$ cat src/rtl/fpga_runner_pkg.sv
// Shared opcode/state encodings and instruction field layout for the FPGA program runner.
// Instruction word: {opcode[3:0], target[W-1:0], a_imm, a[W-1:0], b_imm, b[W-1:0]}.
package fpga_runner_pkg;

  localparam int unsigned OPCODE_W = 4;

  typedef enum logic [3:0] {
    OP_NOP  = 4'd0,
    OP_ADD  = 4'd1,
    OP_SUB  = 4'd2,
    OP_MOV  = 4'd3,
    OP_OUT  = 4'd4,
    OP_JEQ  = 4'd5,
    OP_JLT  = 4'd6,
    OP_HALT = 4'd7
  } opcode_e;

  typedef enum logic [2:0] {
    ST_IDLE  = 3'd0,
    ST_CLEAR = 3'd1,
    ST_EXEC  = 3'd2,
    ST_CHECK = 3'd3,
    ST_DONE  = 3'd4
  } state_e;

  function automatic int unsigned instr_width(input int unsigned w);
    return 3 * w + 6;
  endfunction

  function automatic int unsigned off_b(input int unsigned w);
    return 0 * w;
  endfunction

  function automatic int unsigned off_b_imm(input int unsigned w);
    return w;
  endfunction

  function automatic int unsigned off_a(input int unsigned w);
    return w + 1;
  endfunction

  function automatic int unsigned off_a_imm(input int unsigned w);
    return 2 * w + 1;
  endfunction

  function automatic int unsigned off_target(input int unsigned w);
    return 2 * w + 2;
  endfunction

  function automatic int unsigned off_opcode(input int unsigned w);
    return 3 * w + 2;
  endfunction

endpackage

$ cat src/rtl/fpga_runner_alu.sv
// Operand select (immediate or local memory) plus the data-path ops and branch compares.
module fpga_runner_alu #(
  parameter int unsigned W = 12
) (
  input  logic [3:0]   op,
  input  logic         a_imm,
  input  logic [W-1:0] a_field,
  input  logic [W-1:0] a_mem,
  input  logic         b_imm,
  input  logic [W-1:0] b_field,
  input  logic [W-1:0] b_mem,
  output logic [W-1:0] a_val,
  output logic [W-1:0] b_val,
  output logic [W-1:0] result,
  output logic         eq,
  output logic         lt
);
  import fpga_runner_pkg::*;

  always_comb begin
    a_val  = a_imm ? a_field : a_mem;
    b_val  = b_imm ? b_field : b_mem;
    eq     = (a_val == b_val);
    lt     = (a_val < b_val);
    result = a_val;
    case (op)
      OP_ADD:  result = a_val + b_val;
      OP_SUB:  result = a_val - b_val;
      default: result = a_val;
    endcase
  end

endmodule

$ cat src/rtl/fpga_program_runner.sv
// Loadable-program test harness: clears local memory, executes one instruction per clock,
// then compares the captured output stream against a loadable expected table.
module fpga_program_runner
  import fpga_runner_pkg::*;
#(
  parameter int unsigned MemoryElementWidth = 12,
  parameter int unsigned NLocal             = 16,
  parameter int unsigned NOut               = 8,
  parameter int unsigned NProgram           = 32,
  parameter int unsigned MaxSteps           = 1024,
  localparam int unsigned LAW = $clog2(NLocal),
  localparam int unsigned OAW = $clog2(NOut),
  localparam int unsigned PAW = $clog2(NProgram),
  localparam int unsigned IW  = instr_width(MemoryElementWidth)
) (
  input  logic                          clock,
  input  logic                          reset,
  input  logic                          load_valid,
  input  logic [PAW-1:0]                load_addr,
  input  logic [IW-1:0]                 load_instr,
  input  logic                          expect_valid,
  input  logic [OAW-1:0]                expect_addr,
  input  logic [MemoryElementWidth-1:0] expect_value,
  input  logic [OAW:0]                  expect_count,
  input  logic                          start,
  output logic                          busy,
  output logic                          finished,
  output logic                          success,
  output logic                          timeout,
  output logic [31:0]                   steps,
  output logic                          out_valid,
  output logic [MemoryElementWidth-1:0] out_value
);

  localparam int unsigned W     = MemoryElementWidth;
  localparam int unsigned OCW   = $clog2(NOut + 2);
  localparam int unsigned ECW   = OAW + 1;
  localparam int unsigned TAW   = (PAW > LAW) ? PAW : LAW;
  localparam int unsigned OFF_B  = off_b(W);
  localparam int unsigned OFF_BI = off_b_imm(W);
  localparam int unsigned OFF_A  = off_a(W);
  localparam int unsigned OFF_AI = off_a_imm(W);
  localparam int unsigned OFF_T  = off_target(W);
  localparam int unsigned OFF_OP = off_opcode(W);

  localparam logic [PAW:0]   PROG_END  = (PAW + 1)'(NProgram);
  localparam logic [31:0]    MAX_STEPS = 32'(MaxSteps);
  localparam logic [LAW-1:0] CLR_LAST  = LAW'(NLocal - 1);
  localparam logic [OAW-1:0] OUT_LAST  = OAW'(NOut - 1);
  localparam logic [OCW-1:0] OUT_SAT   = OCW'(NOut + 1);
  localparam logic [ECW-1:0] EXP_DEPTH = ECW'(NOut);

  logic [IW-1:0] prog_mem  [NProgram];
  logic [W-1:0]  exp_mem   [NOut];
  logic [W-1:0]  out_mem   [NOut];
  logic [W-1:0]  local_mem [NLocal];

  state_e         state;
  logic [PAW-1:0] ip;
  logic [LAW-1:0] clr_idx;
  logic [OAW-1:0] out_pos;
  logic [OCW-1:0] out_cnt;
  logic [ECW-1:0] exp_cnt;
  logic [ECW-1:0] chk_idx;
  logic           mismatch;
  logic           illegal;

  logic [IW-1:0]  instr;
  logic [3:0]     op;
  logic [W-1:0]   tgt, a_field, b_field;
  logic           a_imm, b_imm;
  logic [W-1:0]   a_mem, b_mem, a_val, b_val, alu_res;
  logic           eq, lt;
  logic           unused_tgt_bits;

  logic [PAW:0]   ip_seq, ip_next;
  logic           jump, op_illegal, halt, wr_local;
  logic [31:0]    steps_inc;
  logic [OAW-1:0] out_pos_inc;
  logic           chk_bad, chk_last, cnt_ok;

  // Instruction fetch and field decode
  assign instr   = prog_mem[ip];
  assign op      = instr[OFF_OP +: OPCODE_W];
  assign tgt     = instr[OFF_T +: W];
  assign a_imm   = instr[OFF_AI];
  assign a_field = instr[OFF_A +: W];
  assign b_imm   = instr[OFF_BI];
  assign b_field = instr[OFF_B +: W];
  assign a_mem   = local_mem[a_field[LAW-1:0]];
  assign b_mem   = local_mem[b_field[LAW-1:0]];
  assign unused_tgt_bits = ^tgt[W-1:TAW];

  fpga_runner_alu #(.W(W)) u_alu (
    .op      (op),
    .a_imm   (a_imm),
    .a_field (a_field),
    .a_mem   (a_mem),
    .b_imm   (b_imm),
    .b_field (b_field),
    .b_mem   (b_mem),
    .a_val   (a_val),
    .b_val   (b_val),
    .result  (alu_res),
    .eq      (eq),
    .lt      (lt)
  );

  // Sequencing, halt detection and check-phase compare
  always_comb begin
    ip_seq      = {1'b0, ip} + (PAW + 1)'(1);
    jump        = ((op == OP_JEQ) && eq) || ((op == OP_JLT) && lt);
    ip_next     = jump ? {1'b0, tgt[PAW-1:0]} : ip_seq;
    op_illegal  = op[3];
    halt        = op_illegal || (op == OP_HALT) || (ip_next >= PROG_END);
    steps_inc   = steps + 32'd1;
    out_pos_inc = (out_pos == OUT_LAST) ? '0 : out_pos + OAW'(1);
    wr_local    = (state == ST_EXEC) && ((op == OP_ADD) || (op == OP_SUB) || (op == OP_MOV));
    // Entries past the output depth can never match.
    chk_bad     = (exp_cnt != '0) &&
                  ((chk_idx >= EXP_DEPTH) || (out_mem[chk_idx[OAW-1:0]] != exp_mem[chk_idx[OAW-1:0]]));
    chk_last    = (exp_cnt <= chk_idx + ECW'(1));
    cnt_ok      = (32'(out_cnt) == 32'(exp_cnt));
  end

  // Host-side loads are locked out while a run is in progress
  always_ff @(posedge clock) begin
    if (load_valid && !busy) prog_mem[load_addr] <= load_instr;
    if (expect_valid && !busy) exp_mem[expect_addr] <= expect_value;
  end

  always_ff @(posedge clock) begin
    if (state == ST_CLEAR) local_mem[clr_idx] <= '0;
    else if (wr_local) local_mem[tgt[LAW-1:0]] <= alu_res;
  end

  always_ff @(posedge clock) begin
    if ((state == ST_EXEC) && (op == OP_OUT)) out_mem[out_pos] <= a_val;
  end

  always_ff @(posedge clock) begin
    if (reset) begin
      state     <= ST_IDLE;
      ip        <= '0;
      steps     <= '0;
      clr_idx   <= '0;
      out_pos   <= '0;
      out_cnt   <= '0;
      exp_cnt   <= '0;
      chk_idx   <= '0;
      mismatch  <= 1'b0;
      illegal   <= 1'b0;
      busy      <= 1'b0;
      finished  <= 1'b0;
      success   <= 1'b0;
      timeout   <= 1'b0;
      out_valid <= 1'b0;
      out_value <= '0;
    end else begin
      out_valid <= 1'b0;
      case (state)
        ST_IDLE, ST_DONE: begin
          if (start) begin
            state    <= ST_CLEAR;
            ip       <= '0;
            steps    <= '0;
            clr_idx  <= '0;
            out_pos  <= '0;
            out_cnt  <= '0;
            exp_cnt  <= expect_count;
            chk_idx  <= '0;
            mismatch <= 1'b0;
            illegal  <= 1'b0;
            busy     <= 1'b1;
            finished <= 1'b0;
            success  <= 1'b0;
            timeout  <= 1'b0;
          end
        end
        ST_CLEAR: begin
          clr_idx <= clr_idx + LAW'(1);
          if (clr_idx == CLR_LAST) state <= ST_EXEC;
        end
        ST_EXEC: begin
          steps <= steps_inc;
          ip    <= ip_next[PAW-1:0];
          if (op == OP_OUT) begin
            out_valid <= 1'b1;
            out_value <= a_val;
            out_pos   <= out_pos_inc;
            if (out_cnt != OUT_SAT) out_cnt <= out_cnt + OCW'(1);
          end
          if (op_illegal) illegal <= 1'b1;
          // Step limit wins over any halt on the same instruction
          if (steps_inc == MAX_STEPS) begin
            state    <= ST_DONE;
            busy     <= 1'b0;
            finished <= 1'b1;
            timeout  <= 1'b1;
            success  <= 1'b0;
          end else if (halt) begin
            state <= ST_CHECK;
          end
        end
        ST_CHECK: begin
          chk_idx <= chk_idx + ECW'(1);
          if (chk_bad) mismatch <= 1'b1;
          if (chk_last) begin
            state    <= ST_DONE;
            busy     <= 1'b0;
            finished <= 1'b1;
            success  <= !(mismatch || chk_bad) && cnt_ok && !illegal;
          end
        end
        default: state <= ST_IDLE;
      endcase
    end
  end

endmodule
$ cat config.mk
export PLATFORM = sky130hd
export DESIGN_NAME = fpga_program_runner
export DESIGN_NICKNAME = d
export VERILOG_FILES = /design/src/rtl/fpga_runner_pkg.sv /design/src/rtl/fpga_runner_alu.sv /design/src/rtl/fpga_program_runner.sv
export SDC_FILE = /design/constraint.sdc
export NUM_CORES = 2
export LEC_CHECK = 0
export CELL_PAD_IN_SITES_DETAIL_PLACEMENT = 0
export CELL_PAD_IN_SITES_GLOBAL_PLACEMENT = 2
export CORE_MARGIN = 4
export CORE_UTILIZATION = 52
export CTS_CLUSTER_DIAMETER = 200
export DETAILED_ROUTE_END_ITERATION = 16
export PLACE_DENSITY_LB_ADDON = 0.12
export SLEW_MARGIN = 10
export SYNTH_ARGS = -nofsm -noshare
export SYNTH_HDL_FRONTEND = slang
export SYNTH_HIERARCHICAL = 1
export SYNTH_SLANG_ARGS = --single-unit
$ cat constraint.sdc
create_clock -name clock -period 19.1 [get_ports clock]
set_input_delay 3.82 -clock clock [delete_from_list [all_inputs] [get_ports clock]]
set_output_delay 3.82 -clock clock [all_outputs]
set_load 0.02 [all_outputs]
# After elaboration in Yosys (flattened, before gate mapping)
# Memory sizes are Yosys's and may differ from the RTL's. A register that Yosys moved wholly into a read port is not among the register bits.
# Index checks and enable logic that the tools add are counted.
[totals] regBits=78 mem_bits_rw=1728 input_bits=71 output_inout_bits=49 wordCells=160 memories=4
[op_classes] n_addsub=8 n_lt_le_gt_ge=4 n_eq_ne=27 mux=60 bitwise_logic=1 reduce_logical=40
[memory_table] name="prog_mem" depth=32 width=42 read_ports=1 rd_ports_with_merged_regs=1 wr=1 line="fpga_program_runner.sv:53" source="logic [IW-1:0] prog_mem [NProgram];"
[memory_table] name="local_mem" depth=16 width=12 read_ports=2 rd_ports_with_merged_regs=0 wr=1 line="fpga_program_runner.sv:56" source="logic [W-1:0] local_mem [NLocal];"
[memory_table] name="exp_mem" depth=8 width=12 read_ports=1 rd_ports_with_merged_regs=1 wr=1 line="fpga_program_runner.sv:54" source="logic [W-1:0] exp_mem [NOut];"
[memory_table] name="out_mem" depth=8 width=12 read_ports=1 rd_ports_with_merged_regs=1 wr=1 line="fpga_program_runner.sv:55" source="logic [W-1:0] out_mem [NOut];"
[ops] cell="one-hot mux 32 bit (2 select lines)" count=1
[ops] cell="2-to-1 mux 12 bit" count=3
[ops] cell="2-to-1 mux 3 bit" count=12
[ops] cell="adder 32 x 1 -> 32 bit, second input constant" count=1
[ops] cell="equality test 32 x 11 -> 1 bit, second input constant" count=1
[ops] cell="2-to-1 mux 32 bit" count=1
[ops] cell="one-hot mux 12 bit (2 select lines)" count=1
[ops] cell="one-hot mux 4 bit (2 select lines)" count=3
[ops] cell="2-to-1 mux 1 bit" count=22
[ops] cell="equality test 4 x 3 -> 1 bit, second input constant" count=4
[ops] cell="2-to-1 mux 4 bit" count=4
[ops] cell="2-to-1 mux 5 bit" count=3
[ops] cell="adder 12 bit" count=1
[ops] cell="adder 4 x 1 -> 4 bit, second input constant" count=3
[ops] cell="equality test 12 bit" count=1
[ops] cell="less-than comparator 12 bit" count=1
[ops] cell="!= test 12 bit" count=1
[ops] cell="one-hot mux 3 bit (4 select lines)" count=1
[ops] cell="AND reduction 3 bit" count=4
[ops] cell="AND reduction 4 bit" count=3
[ops] cell="OR reduction 12 bit" count=1
[ops] cell="subtractor 12 bit" count=1
[ops] cell="one-hot mux 5 bit (2 select lines)" count=1
[ops] cell="AND reduction 2 bit" count=5
[ops] cell="29 further kinds" count=61

# Depth between registers and ports, before layout
# An unclocked memory read counts as a cell.
[depth] ltp_word=11 depth_mapped=26 mapped_depth_nobuf=23

# Hierarchy
# Netlist, hierarchy kept.
[modules_own_cells] module="fpga_program_runner" n_inst=1 cells_per_inst=3410 area_each_um2=64338.0 seq_area_each_um2=46885.0
[modules_own_cells] module="fpga_runner_alu" n_inst=1 cells_per_inst=233 area_each_um2=1754.2 seq_area_each_um2=0.0

# Worst setup path after synthesis
# Ideal clock, no wire load.
[synth_timing] kind="register to register" from="register with a tool-made name" to="register state[0]" setup_time_ps=118 t_arrival_ps=6362 t_required_ps=18982 path_slack_ps=12620 stages_incl_launch_ff=25 n_path_buf=8 synth_period_minus_slack_ps=6480 path_cell_list="dfxtp_1 clkbuf_1 buf_4 buf_4 buf_4 buf_2 buf_2 buf_2 mux4_2 mux4_2 mux2_2 buf_1 mux2_2 fa_1 a21o_1 and4_4 nor3_4 a211oi_1 o21ai_0 o2bb2ai_1 o21ai_0 mux2i_2 a211oi_1 o31a_1 mux2i_1"
[synth_rtl] element="end signal: assignment" line="fpga_program_runner.sv:143" source="state <= ST_IDLE;"
[synth_rtl] element="end signal: assignment" line="fpga_program_runner.sv:164" source="state <= ST_CLEAR;"
[synth_rtl] element="end signal: assignment" line="fpga_program_runner.sv:182" source="if (clr_idx == CLR_LAST) state <= ST_EXEC;"
[synth_rtl] element="end: declaration" line="fpga_program_runner.sv:58" source="state_e state;"

==> results_dict.tcl <==
set metrics [dict create \
    critPathLaunchType "register" \
    crit_slowest_cell "buf_4" \
    core_area_um2 126000 \
    totalWireLength_um 169000 \
    num_io_pins 120 \
    rsz0062_at_grt "no" \
    die_h_um 365 \
    worst_setup_hold_path_clk_slew_ps 60 \
    setup_ws_ps 9290 \
    nets 3907 \
    pre_cts_ws_ps 9240 \
    cts_made_buffers 163 \
    relSlewSlack_pct 9.43 \
    clk_latency_ps 790 \
    grt_use_total_pct 25.7 \
    cp_data_arrival_time_ps 10410 \
    critPathMostFrequentCell "buf_4" \
    maxCapViolCount 0 \
    die_w_um 365 \
    finalHoldViolations 0 \
    cp_max_fo 102 \
    tns_ps 0 \
    cts_root_buffer "clkbuf_16" \
    rows 130 \
    gp_congestion 0.865 \
    wl_per_cell_um 30.2 \
    grt_pass1_vias 35600 \
    syn_inst 3642 \
    synth_warnings 6 \
    synth_area_um2 66100 \
    setup_viol 0 \
    cts.path.max_buffers 3 \
    drive_gt1_share_pct 21.5 \
    avgSynthCellArea_um2 18.1 \
    hold_buffers 0 \
    io_buffers 112 \
    die_area_um2 133000 \
    period_share_pct 51.3 \
    fmax_mhz 102 \
    vias_per_cell 6.33 \
    first_pass_iters 6 \
    cts-resized-gates 0 \
    max_stage_delay_ps 880 \
    criticalPathCategory "register to register" \
    worst_pin_slew_ps 1360 \
    initial_core_util_pct 52.5 \
    cts_tree "built" \
    drc_errors 0 \
    placed_area_um2 69400 \
    crit_required_ps 19700 \
    drt-initial-drc-count 4018 \
    endpoint_kind "register" \
    r2r_cells 22 \
    hold_class "register to register" \
    via_count 35400 \
    fillCellCount 9118 \
    total_power_mw 8.17 \
    ir_drop_uv 97.0 \
    syn_to_final_growth_pct 13.0 \
    cts_setup_buffers 0 \
    status "completed" \
    drv_slew 0 \
    drtAntennaViolNets 0 \
    whs_path_depth 2 \
    grt_pass1_wl_um 245000 \
    fin_skew_ps 24.7 \
    grt_max_degree 142 \
    clock-sinks 1590 \
    hpwl_um 96000 \
    final.min_clock_period_ps 9810 \
    crit_chain "buf_4 -> buf_12 -> mux4_2 -> mux4_2 -> mux2i_4 -> buf_4 -> buf_4 -> nor2b_1 -> a211oi_1 -> a21oi_1 -> a32oi_1 -> nand2_1 -> mux2_2 -> ha_1 -> nand4_1 -> nor4_1 -> inv_1 -> or3_1 -> mux2_2 -> o21ai_0 -> nand3_1 -> a21oi_1" \
    htreeDepth 4 \
    syn-num-nets 3752 \
    whs_ps 460 \
    gr-total-overflow 0 \
    powerDensity_nw_per_um2 109 \
    leakage_nw 23.0 \
    antenna_found_initial 15 \
    fin_area_um2 74700 \
]
==> critical path, delay by kind of cell, from the launching register on <==
kind	cells	cell delay, ps
AOI/OAI and AO/OA	5	1300
muxes	5	2020
and+or+nand+nor	6	1710
adders and majority gates	1	640
DFF	1	650
buffers and inverters	5	2950
==> final cells by class <==
class | count | area (µm²) | share of cell area, %
Antenna cell | 9 | 22.5 | 0.0302
Clock buffer | 196 | 4320 | 5.78
Clock inverter | 101 | 958 | 1.28
Inverter | 44 | 165 | 0.221
Multi-Input combinational cell | 1802 | 18500 | 24.7
Sequential cell | 1590 | 46900 | 62.8
Tap cell | 1650 | 2060 | 2.76
Timing Repair Buffer | 196 | 1800 | 2.41
==> power breakdown <==
| part | switching, mW | total [mW] | internal [mW] | leakage (nW) |
|---|---|---|---|---|
| Sequential | 0.0314 | 3.92 | 3.88 | 14.1 |
| Clock | 1.31 | 3.13 | 1.82 | 2.58 |
| Combinational | 0.685 | 1.12 | 0.434 | 6.29 |
==> worst paths after layout <==
kind,start,to,slack [ps]
worst min-delay path,out_value[6],out_value[6],460
worst min register to register,out_value[6],out_value[6],460
worst max register to register,register,register,9290
worst max-delay path,register,register,9290
==> per-stage QoR <==
step	util [%]	cells
finish	59.3	5588
global route	59.3	5583
CTS	59.3	5579
detailed placement	55.1	5282
global placement	55.1	5282
floorplan	-	3642
==> cells in the final DEF, fill, tap and decap left out, drive strengths merged, types with 25 or more instances in the layout <==
| master | instances |
|---|---|
| a211oi | 63 |
| a21oi | 142 |
| a32oi | 51 |
| buf | 85 |
| clkbuf | 196 |
| clkdlybuf4s50 | 111 |
| clkinv | 72 |
| dfxtp | 86 |
| edfxtp | 1504 |
| ha | 37 |
| inv | 51 |
| mux2 | 39 |
| mux2i | 203 |
| mux4 | 378 |
| nand2 | 244 |
| nand3 | 43 |
| nor2 | 160 |
| nor2b | 61 |
| nor3 | 35 |
| nor4 | 25 |
| o21ai | 40 |
==> layer usage <==
metal / vias up / part of all wire, % / global-route usage (%)
li1: 15200 / - / -
met1: 18600 / 42 / 36.7
met2: 1361 / 49 / 41.2
met3: 259 / 7.1 / 4.48
met4: 8 / 2.5 / 7.56
met5: - / 0.027 / 0
==> flip-flops by register name, indices dropped and copies added (netlist names), 3 cells and up, named ones only <==
| signal | cells |
|---|---|
| chk_idx | 4 |
| out_mem | 96 |
| prog_mem | 1120 |
| out_cnt | 4 |
| out_pos | 3 |
| local_mem | 192 |
| clr_idx | 4 |
| ip | 5 |
| steps | 32 |
| out_value | 12 |
| state | 3 |
| exp_cnt | 4 |
| exp_mem | 96 |
Power figures use the tool's default switching activity.
